**src/rtl/lzc_seq_ctrl.sv**
```systemverilog
// lzc_seq_ctrl: multi-cycle leading-zero counter sequencer.
// Scans a WIDTH-bit operand MSB-first, CHUNK bits per cycle, through one
// shared combinational LZC and stops at the first non-zero chunk.
//
// Ports:
//   clk, rst            clock, synchronous active-high reset
//   in_valid/in_ready   operand handshake, operand on in_a
//   out_valid/out_ready result handshake, result on out_cnt/out_zero
//   busy                high while scanning or holding a result
//   lzc_a               chunk presented to the shared LZC
//   lzc_cnt/lzc_zero    LZC answer for lzc_a (same cycle)

module lzc_seq_ctrl #(
   parameter  int WIDTH  = 64,
   parameter  int CHUNK  = 16,
   localparam int NCHUNK = WIDTH / CHUNK,
   localparam int CW     = $clog2(CHUNK),
   localparam int RW     = $clog2(WIDTH) + 1
) (
   input  logic             clk,
   input  logic             rst,
   input  logic             in_valid,
   output logic             in_ready,
   input  logic [WIDTH-1:0] in_a,
   output logic             out_valid,
   input  logic             out_ready,
   output logic [RW-1:0]    out_cnt,
   output logic             out_zero,
   output logic             busy,
   output logic [CHUNK-1:0] lzc_a,
   input  logic [CW-1:0]    lzc_cnt,
   input  logic             lzc_zero
);

   localparam int IW = (NCHUNK > 1) ? $clog2(NCHUNK) : 1;

   localparam logic [IW-1:0] LAST    = IW'(NCHUNK - 1);
   localparam logic [RW-1:0] CHUNK_R = RW'(CHUNK);
   localparam logic [RW-1:0] WIDTH_R = RW'(WIDTH);

   typedef enum logic [1:0] {
      IDLE,
      SCAN,
      DONE
   } state_t;

   state_t           state;
   logic [WIDTH-1:0] sreg;
   logic [IW-1:0]    idx;
   logic [RW-1:0]    acc;

   // Current chunk always sits in the top bits of sreg; the LZC only
   // sees it while scanning.
   assign lzc_a = (state == SCAN) ? sreg[WIDTH-1 -: CHUNK] : '0;

   always_ff @(posedge clk) begin
      if (rst) begin
         state     <= IDLE;
         in_ready  <= 1'b1;
         out_valid <= 1'b0;
         out_cnt   <= '0;
         out_zero  <= 1'b0;
         busy      <= 1'b0;
         sreg      <= '0;
         idx       <= '0;
         acc       <= '0;
      end else begin
         unique case (state)
            IDLE: begin
               if (in_valid) begin
                  sreg     <= in_a;
                  acc      <= '0;
                  idx      <= '0;
                  in_ready <= 1'b0;
                  busy     <= 1'b1;
                  state    <= SCAN;
               end
            end
            SCAN: begin
               if (!lzc_zero) begin
                  out_cnt   <= acc + RW'(lzc_cnt);
                  out_zero  <= 1'b0;
                  out_valid <= 1'b1;
                  state     <= DONE;
               end else if (idx == LAST) begin
                  out_cnt   <= WIDTH_R;
                  out_zero  <= 1'b1;
                  out_valid <= 1'b1;
                  state     <= DONE;
               end else begin
                  acc  <= acc + CHUNK_R;
                  sreg <= sreg << CHUNK;
                  idx  <= idx + 1'b1;
               end
            end
            DONE: begin
               if (out_ready) begin
                  out_valid <= 1'b0;
                  in_ready  <= 1'b1;
                  busy      <= 1'b0;
                  state     <= IDLE;
               end
            end
            default: begin
               out_valid <= 1'b0;
               in_ready  <= 1'b1;
               busy      <= 1'b0;
               state     <= IDLE;
            end
         endcase
      end
   end

endmodule

```
**config.mk**
```make
export PLATFORM = sky130hd
export DESIGN_NAME = lzc_seq_ctrl
export DESIGN_NICKNAME = d
export VERILOG_FILES = /design/src/rtl/lzc_seq_ctrl.sv
export SDC_FILE = /design/constraint.sdc
export NUM_CORES = 1
export LEC_CHECK = 0
export ABC_AREA = 1
export BUFFER_PORTS_ARGS = -buffer_cell sky130_fd_sc_hd__clkbuf_2
export CORE_ASPECT_RATIO = 1.5
export CORE_MARGIN = 3
export CORE_UTILIZATION = 45
export CTS_CLUSTER_DIAMETER = 60
export DETAILED_ROUTE_END_ITERATION = 10
export PLACE_DENSITY_LB_ADDON = 0.08
export SLEW_MARGIN = 5
export SYNTH_ARGS = -nofsm -noshare
export SYNTH_HDL_FRONTEND = slang
export SYNTH_SLANG_ARGS = --single-unit
```
**constraint.sdc**
```tcl
create_clock -name clk -period 1.6 [get_ports clk]
set_input_delay 0.08 -clock clk [delete_from_list [all_inputs] [get_ports clk]]
set_output_delay 0.08 -clock clk [all_outputs]
set_load 0.01 [all_outputs]
```
==> results.md, run 1 <==
- Status: finished, final reports clean
- Ys Warns: 0
- Final-report setup violation count: 0
- Antenna violations before repair: 0
- DRT iter0 DRCs: between 150 and 200
- FP Rows: 40
- Total gr overflow: 0
- CTS H-tree depth: 3
- Int Power: around 4.1 mW
- Num CTS Buffers: 9
- FMAX: 678 MHz
- Worst path bufs/invs: 1
- Worst-path fanout max: 31
- Critical Path RT: 1.87 ns
- Relative slew margins: between 60% and 70%
- Per-cell routed wire length: 11.3 um
- Area grow syn2layout: 29.2%
- Switch Pwr: roughly 1.5 mW
- Max Clock Skew: ~0.0041 ns
- Setup CP Type: reg -> reg
- RSZ-0062 raised after global routing: no
- # fillers: ~800
- Post-Synthesis Cells: about 600
- Die width: roughly 80 um
- Longest Clk Path Bufs: 2
- Final Cycle Share: between 90 and 100%
- Hold Crit Class: in -> reg
- Post-DRT Antenna Nets: 0
- Most used cell along the critical path: nor2_1
- Mapped cell area: between 3000 and 4000 um2
- Via/cell ratio: 4.71
- Yosys reg bits: a little over 80
- CP endpoint kind: flop
- Slowest stage delay, CP: around 0.33 ns
- Max-Cap Viols: 0
- Pre-CTS setup slack: between 0.1 and 0.15 ns
- Vias in the first global route: roughly 3500
- # port buffers: between 90 and 100
- Initial Util: 46.3%
- Sequential cell area fraction in the yosys report: a little over two fifths
- Total Routed Length: roughly 9000 um
- Die area: between 9000 and 10000 um2
- Reg power frac: between 40% and 50%
- First-pass GRT wire length: 14900 um
- Mapped Avg Cell Area: between 6 and 7 um2
- DRC violations left: 0
- Pwr Density: 1150 nW/um2
- TritonCTS clock tree: built
- Die height: between 100 and 150 um
- Setup WS post-layout: 0.126 ns
- IO Count: 100
- Max Slew Vio Count: 0
- Fin. Hold Viols: 0
- GP Congestion: a little over 0.8
- Highest Signal Layer: met4
- M1 WL: between 3000 and 4000 um
- Routed vias: about 3700
- Worst-Margin Slew: just under 0.6 ns
- Clock Sinks: 82
- Layout cells sized above 1: 20.0%
- Largest net degree at the start of global routing: between 40 and 50
- Crit path cell chain: ha_1 -> nor2_1 -> nor2_1 -> nor2_4 -> buf_12 -> nor2_1 -> nor2_1
- Total GRT Usage: between 10% and 20%
- Post_cts resized: 0
- Setup TNS: 0 ns
- Final Critical Period: roughly 1.5 ns
- WL met3: 376 um
- Arrival @ worst endpoint: roughly 1.7 ns
- Syn nets: 660
- Root Buffer: clkbuf_16
- Commonest non-fill, non-tap cell in the layout: nand2_1
- Gate power share: 18.6%
- Dpl hpwl: approximately 6200 um
- Startpoint Class: flop
- Nets: roughly 760
- Leakage: between 2 and 2.5 nW
- Post-synth cell types: 20
- Top delay family on crit path: simple AND/OR/NAND/NOR gates
- Clock Latency Late Sink: roughly 0.33 ns
- Number of diodes: 0
- Core box area: around 8100 um2
- Slowest cell on the critical path: dfxtp_1
- 1st-pass router iterations: 4
- Most frequent cells in the layout: nand2_1, nor2_1, clkbuf_2
- Peak VDD IR: roughly 0.73 mV
- Wire length on met2: ~4500 um
- Sw Share: between 20% and 30%
- Clk slew on worst S/H paths: ~0.06 ns
- Clock network power share: between 30% and 40%
==> per-stage QoR <==
stage	hold WS (ns)	cells	area, um2	total power, mW	utilization (%)
floorplan	0.229	584	3730	3.06	-
global placement	0.318	768	4400	3.40	54.5
detailed placement	0.325	768	4400	3.42	54.5
CTS	0.00361	794	4810	5.58	59.7
global route	0.0167	795	4820	5.83	59.8
finish	0.00874	795	4820	5.54	59.8
==> kinds of logic after synthesis <==
| kind of cell | count (synthesis) | share of synthesized area [%] |
|---|---|---|
| and+or+nand+nor | 352 | 36.8 |
| DFF | 82 | 44.0 |
| AOI/OAI and AO/OA | 81 | 10.9 |
| buffers and inverters | 65 | 7.18 |
| adders and majority gates | 3 | 1.01 |
| other | 1 | 0.101 |
==> worst reg2reg max path, stage by stage (launching register included) <==
cell     delay, ns
dfxtp_1       0.33
ha_1          0.22
nor2_1        0.16
nor2_1        0.10
nor2_4        0.22
buf_12        0.21
nor2_1        0.07
nor2_1        0.10
==> routing by layer <==
| metal | global-route usage (%) | vias up |
|---|---|---|
| li1 | - | 2016 |
| met1 | 22.9 | 1627 |
| met2 | 34.5 | 87 |
| met3 | 2.68 | 14 |
| met4 | 9.51 | 0 |
| met5 | 0 | - |
==> cell usage after synthesis <==
cell type	count	area [um2]
nand3_1	22	110
o21ai_1	1	5.00
conb_1	1	3.75
nand2_2	1	6.26
nor2_1	126	473
nand3b_1	1	7.51
ha_1	3	37.5
o211ai_1	1	7.51
dfxtp_1	82	1640
buf_2	10	50.1
buf_1	1	3.75
nand2_1	199	747
inv_1	27	101
nor2_4	2	22.5
inv_2	3	11.3
clkbuf_1	21	78.8
buf_4	3	22.5
or2_2	1	6.26
a21oi_1	28	140
o21ai_0	51	255
==> power groups by stage <==
stage	clock network (mW)	logic (mW)	registers [mW]
floorplan	0	0.670	2.39
global placement	0	0.999	2.40
detailed placement	0	1.01	2.41
CTS	2.18	1.04	2.36
global route	2.26	1.18	2.39
finish	2.15	1.03	2.36
==> worst paths after layout <==
path | start | end | slack (ns) | cells after the start
max | idx[0]$_SDFFE_PP0P_ | sreg[24]$_SDFFE_PP0P_ | 0.13 | 7
min | in_a[14] | sreg[14]$_SDFFE_PP0P_ | 0.009 | 3
max reg2reg | idx[0]$_SDFFE_PP0P_ | sreg[24]$_SDFFE_PP0P_ | 0.13 | 7
min reg2reg | sreg[9]$_SDFFE_PP0P_ | sreg[9]$_SDFFE_PP0P_ | 0.46 | 2
==> state kept, by name (all words and copies together), names as in the netlist <==
signal / cells
idx: 2
out_zero: 1
state: 2
out_cnt: 7
busy: 1
sreg: 64
acc: 3
out_valid: 1
in_ready: 1
==> final cells by class <==
class	instances	area, um2	area share [%]
tap	105	131	2.73
clock inverter	1	30.0	0.623
timing repair buffer	125	791	16.4
multi-input combinational	437	1830	37.9
sequential	82	1640	34.1
clock buffer	15	288	5.97
inverter	30	113	2.34
==> timing repair <==
item / CTS / global route
endpoints found under the hold margin: 10 / 0
endpoints found under the setup margin: 0 / 17
setup buffers: 0 / 1
hold buffers: 10 / 0
Power figures use the tool's default switching activity.
==> run 2: changes to the inputs <==
--- a/config.mk
+++ b/config.mk
@@ -13,6 +13,7 @@
 export CTS_CLUSTER_DIAMETER = 60
 export DETAILED_ROUTE_END_ITERATION = 10
 export PLACE_DENSITY_LB_ADDON = 0.08
+export SETUP_SLACK_MARGIN = 0.02
 export SLEW_MARGIN = 5
 export SYNTH_ARGS = -nofsm -noshare
 export SYNTH_HDL_FRONTEND = slang
==> constraint.sdc (replaced) <==
create_clock -name clk -period 1.4 [get_ports clk]
set_input_delay 0.07 -clock clk [delete_from_list [all_inputs] [get_ports clk]]
set_output_delay 0.07 -clock clk [all_outputs]
set_load 0.01 [all_outputs]
==> results.md, run 2 (synthesis results as in run 1) <==
- Root Buffer: clkbuf_16
- FMAX: just over 700 MHz
- Die height: 118 um (unchanged)
- Dpl hpwl: 6460 um (+4.8%)
- Nets: 804 (+5.7%)
- Longest Clk Path Bufs: 2 (unchanged)
- Clock Latency Late Sink: 0.34 ns (about the same)
- Worst-path fanout max: 4 (-87%)
- Clock Sinks: 82 (unchanged)
- Clk slew on worst S/H paths: 0.06 ns (about the same)
- Setup WS post-layout: 0.00298 ns (-0.123 ns)
- Fin. Hold Viols: 0 (unchanged)
- Leakage: 2.70 nW (+12%)
- Fin Hold WS: 0.00724 ns (-0.00149 ns)
- Hold Crit Class: in -> reg
- # fillers: 735 (-5.4%)
- Startpoint Class: flop
- Area grow syn2layout: 49.4%
- Setup CP Type: reg -> out
- Core box area: 8060 um2 (unchanged)
- Via/cell ratio: 4.86 (+3.1%)
- Total gr overflow: 0 (unchanged)
- Total Routed Length: 10700 um (+19%)
- Max Clock Skew: 0.00313 ns (-0.000972 ns)
- Placed cells: 775 (+0.91%)
- Initial Util: 46.3% (unchanged)
- Pre-CTS setup slack: 0.0247 ns (-0.108 ns)
- Final-report setup violation count: 0 (unchanged)
- Pwr Density: 1200 nW/um2 (+4.6%)
- Commonest non-fill, non-tap cell in the layout: nand2_1
- Final Critical Period: approximately 1.4 ns
- Final Instance Count excl. Fillers: 838 (+5.4%)
- # port buffers: 99 (unchanged)
- Largest Register: sreg
- Final Util: 69.2% (+9.3 points)
- Arrival @ worst endpoint: 1.33 ns (-0.41 ns)
- RSZ-0062 raised after global routing: yes
- Status: finished, final reports clean
- Largest net degree at the start of global routing: 48 (+6.7%)
- DRC violations left: 0 (unchanged)
- Max Slew Vio Count: 0 (unchanged)
- 1st-pass router iterations: 4 (unchanged)
- Die area: 9440 um2 (unchanged)
- Final Cycle Share: 99.8%
- Setup TNS: 0 ns (unchanged)
- FP Rows: 40 (unchanged)
- GP Congestion: 0.776 (-6.1%)
- Routed vias: 4070 (+8.7%)
- First-pass GRT wire length: 15700 um (+5.2%)
- Peak VDD IR: 0.876 mV (+19%)
- Antenna violations before repair: 0 (unchanged)
- CP endpoint kind: primary output
- Max reg flops: 64 (unchanged)
- CTS H-tree depth: 3 (unchanged)
- Per-cell routed wire length: 12.8 um (+13%)
- Largest regs: sreg x64, out_cnt x7, acc x3
- Num CTS Buffers: 9 (unchanged)
- Die width: 80.3 um (unchanged)
- Post-DRT Antenna Nets: 0 (unchanged)
- TritonCTS clock tree: built
- IO Count: 100 (unchanged)
- Layout cells sized above 1: 34.0% (+14 points)
- Number of diodes: 0 (unchanged)
- DRT iter0 DRCs: 219 (+27%)
- Most frequent cells in the layout: nand2_1, clkbuf_2, dfxtp_1
- Vias in the first global route: 3649 (+5.6%)
- Critical Path RT: 1.33 ns (-0.54 ns)
- Total GRT Usage: 20.7% (+1.0 points)
- Max-Cap Viols: 0 (unchanged)
==> run 2: what timing repair did <==
item / in CTS / in global routing
setup buffers: 12 / 7
hold endpoints to repair: 16 / 0
resized for setup: 14 / 147
endpoints found under the setup margin: 16 / 83
pin swaps: 3 / 18
cloned: 0 / 12
hold buffers: 16 / 0
==> run 2: final cells by class <==
| type | count | area, um2 | share of cell area [%] |
|---|---|---|---|
| flip-flops and latches | 82 | 1650 | 29.6 |
| clock inverters | 4 | 25.0 | 0.449 |
| inverters | 30 | 115 | 2.07 |
| multi-input cells | 438 | 2080 | 37.4 |
| repair buffers | 167 | 1300 | 23.3 |
| clock buffers | 12 | 267 | 4.78 |
| well taps | 105 | 131 | 2.36 |
==> run 2: routing by layer <==
metal / vias to the layer above / GRT usage, % / part of all wire (%)
met5: - / 0 / 0
met4: 0 / 8.56 / 3.4
met3: 30 / 2.99 / 4.0
met2: 99 / 36.7 / 52
met1: 1834 / 24.3 / 40
li1: 2107 / - / -
==> run 2: final timing paths <==
| check | start | endpoint | slack [ns] | cells past startpoint |
|---|---|---|---|---|
| worst max register to register | state[1]$_SDFFE_PP0P_ | sreg[42]$_SDFFE_PP0P_ | 0.02 | 9 |
| worst max-delay path | state[1]$_SDFFE_PP0P_ | lzc_a[1] | 0.003 | 6 |
| worst min register to register | out_cnt[3]$_SDFFE_PP0P_ | out_cnt[3]$_SDFFE_PP0P_ | 0.46 | 2 |
| worst min-delay path | in_a[14] | sreg[14]$_SDFFE_PP0P_ | 0.007 | 3 |
==> run 2: worst max-delay path, stage by stage (launching register included) <==
cell and delay, ns:
dfxtp_4 0.36, inv_4 0.07, nand2_4 0.07, buf_6 0.14
buf_6 0.12, nor2_2 0.10, buf_2 0.14
==> run 2: where the power goes <==
part	total (mW)	leakage [nW]	switching [mW]	internal, mW
combinational	1.71	1.88	0.897	0.816
clock	2.26	0.141	0.916	1.34
sequential	2.73	0.679	0.158	2.58
==> run 2: metrics by stage <==
| step | power, mW | instance area, um2 |
|---|---|---|
| finish | 6.70 | 5570 |
| global route | 7.04 | 5570 |
| CTS | 6.27 | 5010 |
| detailed placement | 3.91 | 4420 |
| global placement | 3.89 | 4420 |
| floorplan | 3.49 | 3730 |
